--- src/rtl/sw_accum_pkg.sv ---
// -----------------------------------------------------------------------------
// sw_accum_pkg
// Shared definitions for the switch accumulator: the debounce FSM state
// encoding and the default values of the top-level parameters.
// No ports (package).
// -----------------------------------------------------------------------------
package sw_accum_pkg;

  localparam int DEF_DATA_W    = 8;
  localparam int DEF_SUM_W     = 16;
  localparam int DEF_LED_W     = 8;
  localparam int DEF_CNT_W     = 8;
  localparam int DEF_DB_CYCLES = 500000;

  typedef enum logic [1:0] {
    RELEASED     = 2'd0,
    PRESS_WAIT   = 2'd1,
    HELD         = 2'd2,
    RELEASE_WAIT = 2'd3
  } db_state_t;

endpackage

--- src/rtl/sw_debounce.sv ---
// -----------------------------------------------------------------------------
// sw_debounce
// Synchronizes and debounces one raw active-low pushbutton and emits a single
// one-cycle press pulse once the button has been stably low for DB_CYCLES.
// Ports:
//   clk_i    in  1  system clock
//   rst_i    in  1  asynchronous active-high reset
//   btnN_i   in  1  raw active-low button, asynchronous and bouncy
//   press_o  out 1  one-cycle pulse on the PRESS_WAIT->HELD transition
// -----------------------------------------------------------------------------
module sw_debounce
  import sw_accum_pkg::*;
#(
  parameter int DB_CYCLES = DEF_DB_CYCLES
) (
  input  logic clk_i,
  input  logic rst_i,
  input  logic btnN_i,
  output logic press_o
);

  localparam int            CW   = (DB_CYCLES > 1) ? $clog2(DB_CYCLES) : 1;
  localparam logic [CW-1:0] LAST = CW'(DB_CYCLES - 1);

  logic          sync1_q;
  logic          sync2_q;
  db_state_t     state_q;
  db_state_t     state_d;
  logic [CW-1:0] cnt_q;
  logic [CW-1:0] cnt_d;

  // Two-flop synchronizer. Resets to the released level so that a button
  // already held low when reset lifts is seen as a fresh press.
  always_ff @(posedge clk_i or posedge rst_i) begin
    if (rst_i) begin
      sync1_q <= 1'b1;
      sync2_q <= 1'b1;
    end else begin
      sync1_q <= btnN_i;
      sync2_q <= sync1_q;
    end
  end

  // FSM state and stability counter registers.
  always_ff @(posedge clk_i or posedge rst_i) begin
    if (rst_i) begin
      state_q <= RELEASED;
      cnt_q   <= '0;
    end else begin
      state_q <= state_d;
      cnt_q   <= cnt_d;
    end
  end

  // Next-state logic. The counter only runs while waiting for stability and
  // falls back to zero in every other situation, so any bounce restarts the
  // window. The press pulse is combinational on the qualifying cycle so the
  // accumulator can act on the very edge that moves the FSM into HELD.
  always_comb begin
    state_d = state_q;
    cnt_d   = '0;
    press_o = 1'b0;
    case (state_q)
      RELEASED: begin
        if (!sync2_q) state_d = PRESS_WAIT;
      end
      PRESS_WAIT: begin
        if (sync2_q) begin
          state_d = RELEASED;
        end else if (cnt_q == LAST) begin
          state_d = HELD;
          press_o = 1'b1;
        end else begin
          cnt_d = cnt_q + 1'b1;
        end
      end
      HELD: begin
        if (sync2_q) state_d = RELEASE_WAIT;
      end
      RELEASE_WAIT: begin
        if (!sync2_q) begin
          state_d = HELD;
        end else if (cnt_q == LAST) begin
          state_d = RELEASED;
        end else begin
          cnt_d = cnt_q + 1'b1;
        end
      end
      default: state_d = RELEASED;
    endcase
  end

endmodule

--- src/rtl/sw_accum.sv ---
// -----------------------------------------------------------------------------
// sw_accum
// Adds a switch operand into an accumulator on each debounced press of the
// Accumulate button, clears on the Clear button, and counts accepted presses.
// Optional macro SW_ACCUM_SAT_EN: saturate at all-ones instead of wrapping.
// Ports:
//   Clk           in  1       system clock
//   Reset         in  1       asynchronous active-high reset
//   SW            in  DATA_W  switch operand (asynchronous)
//   Accumulate_n  in  1       raw active-low accumulate button
//   Clear_n       in  1       raw active-low clear button
//   Sum           out SUM_W   accumulator value
//   LED           out LED_W   low bits of Sum
//   Overflow      out 1       sticky carry-out / saturation flag
//   Count         out CNT_W   accepted accumulate presses, wrapping
// -----------------------------------------------------------------------------
module sw_accum
  import sw_accum_pkg::*;
#(
  parameter int DATA_W    = DEF_DATA_W,
  parameter int SUM_W     = DEF_SUM_W,
  parameter int LED_W     = DEF_LED_W,
  parameter int CNT_W     = DEF_CNT_W,
  parameter int DB_CYCLES = DEF_DB_CYCLES
) (
  input  logic              Clk,
  input  logic              Reset,
  input  logic [DATA_W-1:0] SW,
  input  logic              Accumulate_n,
  input  logic              Clear_n,
  output logic [SUM_W-1:0]  Sum,
  output logic [LED_W-1:0]  LED,
  output logic              Overflow,
  output logic [CNT_W-1:0]  Count
);

  logic [DATA_W-1:0] swSync1_q;
  logic [DATA_W-1:0] swSync2_q;
  logic              accPress;
  logic              clrPress;
  logic [SUM_W-1:0]  sum_q;
  logic [SUM_W-1:0]  sum_d;
  logic [CNT_W-1:0]  count_q;
  logic [CNT_W-1:0]  count_d;
  logic              ovf_q;
  logic              ovf_d;
  logic [SUM_W:0]    addFull;

  // Operand synchronizer; it has the same depth as the button paths so the
  // operand is settled long before any press can be accepted.
  always_ff @(posedge Clk or posedge Reset) begin
    if (Reset) begin
      swSync1_q <= '1;
      swSync2_q <= '1;
    end else begin
      swSync1_q <= SW;
      swSync2_q <= swSync1_q;
    end
  end

  sw_debounce #(.DB_CYCLES(DB_CYCLES)) uAccDebounce (
    .clk_i   (Clk),
    .rst_i   (Reset),
    .btnN_i  (Accumulate_n),
    .press_o (accPress)
  );

  sw_debounce #(.DB_CYCLES(DB_CYCLES)) uClrDebounce (
    .clk_i   (Clk),
    .rst_i   (Reset),
    .btnN_i  (Clear_n),
    .press_o (clrPress)
  );

  // One extra bit captures the carry-out of the zero-extended addition.
  assign addFull = {1'b0, sum_q} + (SUM_W+1)'(swSync2_q);

  // Datapath update. Clear has priority over a simultaneous accumulate.
  always_comb begin
    sum_d   = sum_q;
    count_d = count_q;
    ovf_d   = ovf_q;
    if (clrPress) begin
      sum_d   = '0;
      count_d = '0;
      ovf_d   = 1'b0;
    end else if (accPress) begin
`ifdef SW_ACCUM_SAT_EN
      if (addFull[SUM_W]) begin
        sum_d = '1;
        ovf_d = 1'b1;
      end else begin
        sum_d = addFull[SUM_W-1:0];
      end
`else
      sum_d = addFull[SUM_W-1:0];
      if (addFull[SUM_W]) ovf_d = 1'b1;
`endif
      count_d = count_q + 1'b1;
    end
  end

  always_ff @(posedge Clk or posedge Reset) begin
    if (Reset) begin
      sum_q   <= '0;
      count_q <= '0;
      ovf_q   <= 1'b0;
    end else begin
      sum_q   <= sum_d;
      count_q <= count_d;
      ovf_q   <= ovf_d;
    end
  end

  assign Sum      = sum_q;
  assign LED      = sum_q[LED_W-1:0];
  assign Overflow = ovf_q;
  assign Count    = count_q;

endmodule

--- config.mk ---
export PLATFORM = sky130hd
export DESIGN_NAME = sw_accum
export DESIGN_NICKNAME = d
export VERILOG_FILES = /design/src/rtl/sw_accum_pkg.sv /design/src/rtl/sw_debounce.sv /design/src/rtl/sw_accum.sv
export SDC_FILE = /design/constraint.sdc
export NUM_CORES = 1
export LEC_CHECK = 0
export ABC_CLOCK_PERIOD_IN_PS = 3110
export BUFFER_PORTS_ARGS = -buffer_cell sky130_fd_sc_hd__buf_4
export CORE_MARGIN = 1
export CORE_UTILIZATION = 30
export DETAILED_ROUTE_END_ITERATION = 10
export REMOVE_ABC_BUFFERS = 1
export SKIP_CTS_REPAIR_TIMING = 1
export SLEW_MARGIN = 15
export SYNTH_ARGS = -nofsm -noshare
export SYNTH_HDL_FRONTEND = slang
export SYNTH_SLANG_ARGS = --single-unit
--- constraint.sdc ---
create_clock -name Clk -period 3.11 [get_ports Clk]
set_input_delay 0.1555 -clock Clk [delete_from_list [all_inputs] [get_ports Clk]]
set_output_delay 0.1555 -clock Clk [all_outputs]
set_load 0.02 [all_outputs]
==> results.sh <==
export IMPL_outcome="completed"
export IMPL_setup_total_negative_slack_ps=0
export IMPL_comb_power_share_pct=3.4
export IMPL_timing_max_transition_violations_final=0
export IMPL_cts_buffers_inserted=9
export IMPL_htree_levels=3
export IMPL_max_cap_violations=0
export IMPL_synth_enable_flop_cells=0
export IMPL_areaGrowthSynthToFinish_pct=20.69
export IMPL_post_layout_nonfiller_instances=656
export IMPL_period_share_pct=77.70
export IMPL_placedInstanceArea_um2=4732
export IMPL_cell_count_of_the_worst_hold_path=0
export IMPL_antenna_found_initial=0
export IMPL_grt_max_degree=35
export IMPL_finalClockSkew_ps=5.070
export IMPL_timing_fmax_ghz=0.4138
export IMPL_grt_residual_overflow=0
export IMPL_cts_root_to_sink_buffers=2
export IMPL_dieHeight_um=121.3
export IMPL_cellInternalPower_mw=1.877
export IMPL_timing_final_hold_violations=0
export IMPL_drive_above_1_share_pct=19.75
export IMPL_clock_sinks=87
export IMPL_wl_um=8669
export IMPL_worst_endpoint_required_ps=3370
export IMPL_criticalPathCategory="reg -> reg"
export IMPL_synth_largest_area_cell="sky130_fd_sc_hd__dfrtp_1"
export IMPL_timing_critical_path_cells="ha_1 > inv_1 > fa_1 > nor2b_1 > o2111ai_1 > a31o_2 > a211oi_1 > mux2i_1"
export IMPL_postSynth_topFlopCell="sky130_fd_sc_hd__dfrtp_1"
export IMPL_core_um2=13880
export IMPL_post_synthesis_sequential_area_ratio_pct=51.58
export IMPL_share_of_flip_flops_with_an_asynchronous_set_or_reset_pct=100.0
export IMPL_postSynthAreaPerCell_um2=10.16
export IMPL_total_die_area_um2=14710
export IMPL_synthDominantCellAreaShare_pct=39.27
export IMPL_synth_cell_area_um2=4269
export IMPL_drcViolationCount=0
export IMPL_routabilityCongestion=0.8156
export IMPL_root_buf_cell="sky130_fd_sc_hd__clkbuf_16"
export IMPL_post_synth_inst_count=420
export IMPL_wl_per_cell_um=13.21
export IMPL_fin_total_pwr_mw=2.341
export IMPL_hold_path_class="reg -> reg"
export IMPL_initialDrtViolationCount=226
export IMPL_sequential_power_share_pct=49.9
export IMPL_clock_power_share_pct=46.7
export IMPL_netSwitchingFraction_pct=19.84
export IMPL_rsz_0062_raised_after_global_routing="no"
export IMPL_detailedRoute_firstPassIterationCount=4
export IMPL_final_instance_area_um2=5152
export IMPL_grt_pass1_vias=2993
export IMPL_placement_io_buffers=44
export IMPL_dp_hpwl_um=6166
export IMPL_clock_insertion_delay_worst_skew_ps=330
export IMPL_cellPowerDensity_nw_per_um2=454.4
export IMPL_yosys_cell_types_count=50
export IMPL_setup_crit_end_kind="register"
export IMPL_worst_path_max_fanout=4
export IMPL_synthTopCellsByArea="sky130_fd_sc_hd__dfrtp_1 (39%), sky130_fd_sc_hd__dfstp_2 (12%), sky130_fd_sc_hd__nor2_1 (5.0%), sky130_fd_sc_hd__xnor2_1 (4.9%), sky130_fd_sc_hd__xor2_1 (4.7%)"
export IMPL_initial_utilization_pct=30.76
export IMPL_dpl_cell_count=629
export IMPL_detail_route_vias_per_cell=4.706
export IMPL_worst_endpoint_arrival_ps=2670
export IMPL_drtAntennaViolNets=0
export IMPL_worst_setup_hold_path_clk_slew_ps=60
export IMPL_ir_worst_vdd_v=0.0002756
export IMPL_worst_r2r_path_depth=8
export IMPL_critical_path_startpoint_type="register"
export IMPL_cts_tree="done"
export IMPL_post_route_min_period_ps=2417
export IMPL_die_x_um=121.3
export IMPL_nets=495
export IMPL_fill_cells=1371
export IMPL_groute_usage_overall_pct=12.48
export IMPL_yosys_register_bits=87
export IMPL_design_portCount=45
export IMPL_insertedDiodeCount=0
export IMPL_power_net_switching_uw=464.5
export IMPL_vias=3087
export IMPL_tightestPinTransition_ps=761.0
export IMPL_cpPeakStageDelay_ps=520
export IMPL_grt_pass1_wl_um=14700
export IMPL_yosysWarningCount=0
export IMPL_critical_path_slowest_cell="sky130_fd_sc_hd__dfstp_2"
export IMPL_maxSlewHeadroom_pct=48.87
export IMPL_report_final_setup_viol=0
export IMPL_leak_pwr_nw=2.219
export IMPL_floorplan_rows=43
[critical path, delay by kind of cell (launching register included)]
| kind | cells | cell delay (ps) |
|---|---|---|
| DFF | 1 | 520 |
| muxes | 1 | 210 |
| and+or+nand+nor | 1 | 210 |
| AOI/OAI and AO/OA | 3 | 760 |
| buffers and inverters | 1 | 60 |
| adders and majority gates | 2 | 570 |
[metrics by stage]
step                utilization [%]  hold slack, ps  worst slack, ps
detailed placement            34.09           214.9            728.1
CTS                           36.33          -138.7            697.7
global placement              34.09           204.5            756.7
finish                        37.12           353.2            693.4
floorplan                         -           160.0            737.4
global route                  37.12           357.9            447.0
[cell type report]
type	instances	area [um^2]	share of cell area, %
tap	180	225.2	4.371
timing repair buffer	59	470.5	9.131
clock inverter	3	40.04	0.7771
clock buffer	13	270.3	5.245
inverter	14	53.80	1.044
multi-input combinational	300	1891	36.69
sequential	87	2202	42.74
[flip-flops by register name, indices dropped and copies added, names as in the netlist, named ones only]
name	count
Count	8
Overflow	1
Sum	16
swSync1_q	8
swSync2_q	8
uAccDebounce.cnt_q	19
uAccDebounce.state_q	1
uAccDebounce.sync1_q	1
uAccDebounce.sync2_q	1
uClrDebounce.cnt_q	19
uClrDebounce.state_q	1
uClrDebounce.sync1_q	1
uClrDebounce.sync2_q	1
[worst paths after layout]
path | from | slack [ps] | endpoint
min | swSync1_q[0] | 350 | swSync2_q[0]
min in group asynchronous | Reset | 390 | uClrDebounce.cnt_q[1]
max reg2reg | swSync2_q[0] | 690 | Sum[8]
min reg2reg | swSync1_q[0] | 350 | swSync2_q[0]
max in group asynchronous | Reset | 1900 | swSync2_q[1]
max | swSync2_q[0] | 690 | Sum[8]
[cells by family (layout without fill, tap and decap cells)]
logic type / count (synthesis) / after routing / share of synthesized area, %
adder cells (fa/ha/maj): 12 / 12 / 3.693
AND/OR/NAND/NOR: 203 / 203 / 24.94
flip-flops: 87 / 87 / 51.58
AO/OA/AOI/OAI: 32 / 32 / 4.601
XOR/XNOR: 47 / 47 / 9.642
multiplexers: 6 / 6 / 1.407
buffers and inverters: 33 / 89 / 4.132
[synthesized netlist by cell type (2+ instances only)]
cell                         n
sky130_fd_sc_hd__nand2b_1    5
sky130_fd_sc_hd__o211ai_1    2
sky130_fd_sc_hd__or2b_1      3
sky130_fd_sc_hd__buf_2       3
sky130_fd_sc_hd__nor3_1     10
sky130_fd_sc_hd__nor2b_1     3
sky130_fd_sc_hd__ha_1       11
sky130_fd_sc_hd__nand4_1    19
sky130_fd_sc_hd__nor4_1      7
sky130_fd_sc_hd__inv_1      14
sky130_fd_sc_hd__clkbuf_1    4
sky130_fd_sc_hd__o21a_1      2
sky130_fd_sc_hd__a21oi_1    12
sky130_fd_sc_hd__dfstp_2    20
sky130_fd_sc_hd__a211oi_1    2
sky130_fd_sc_hd__and2_1      3
sky130_fd_sc_hd__o2111ai_1   2
sky130_fd_sc_hd__nor4_4      2
sky130_fd_sc_hd__nand3_2     2
sky130_fd_sc_hd__xor2_1     23
sky130_fd_sc_hd__mux2i_1     6
sky130_fd_sc_hd__nor3b_1     3
sky130_fd_sc_hd__nor2_1     57
sky130_fd_sc_hd__dfrtp_1    67
sky130_fd_sc_hd__xnor2_1    24
sky130_fd_sc_hd__nand2_1    39
sky130_fd_sc_hd__and3_1      8
sky130_fd_sc_hd__buf_4      11
sky130_fd_sc_hd__o21ai_0     7
sky130_fd_sc_hd__and4_1      4
sky130_fd_sc_hd__nand3_1    26
[metal layers]
metal,share of wire [%],GRT usage (%)
met5,0,0
met4,1.5,4.861
met3,2.7,2.162
met2,49,20.56
met1,47,16.21
[cells in the final DEF, fill, tap and decap left out, drive strengths merged, types with 2 or more instances in the layout]
master       synthesis  routed
or4                  2       2
nand2b               5       5
nor3                10      10
buf                 15      48
mux2i                6       6
clkbuf               4      13
nor2                59      59
dlygate4sd3          0      11
or2                  2       2
nand2               39      39
nand3               28      28
and2                 4       4
a211oi               2       2
ha                  11      11
o2111ai              2       2
a21oi               12      12
nand4               19      19
nor3b                3       3
o21a                 2       2
and4                 4       4
dfstp               20      20
dfrtp               67      67
xnor2               24      24
and3                 8       8
inv                 14      13
or2b                 3       3
o211ai               2       2
o21ai                7       7
nor2b                3       3
xor2                23      23
nor4                10      10
clkinv               0       3
[power by group through the flow]
| stage | registers [mW] | logic, mW | clock network [mW] |
|---|---|---|---|
| global route | 1.17 | 0.0907 | 1.16 |
| finish | 1.17 | 0.0789 | 1.09 |
| detailed placement | 1.19 | 0.0707 | 0 |
| global placement | 1.19 | 0.0693 | 0 |
| floorplan | 1.19 | 0.0426 | 0 |
| CTS | 1.17 | 0.0708 | 1.12 |
Note: power is estimated with default switching activity, not from simulation.
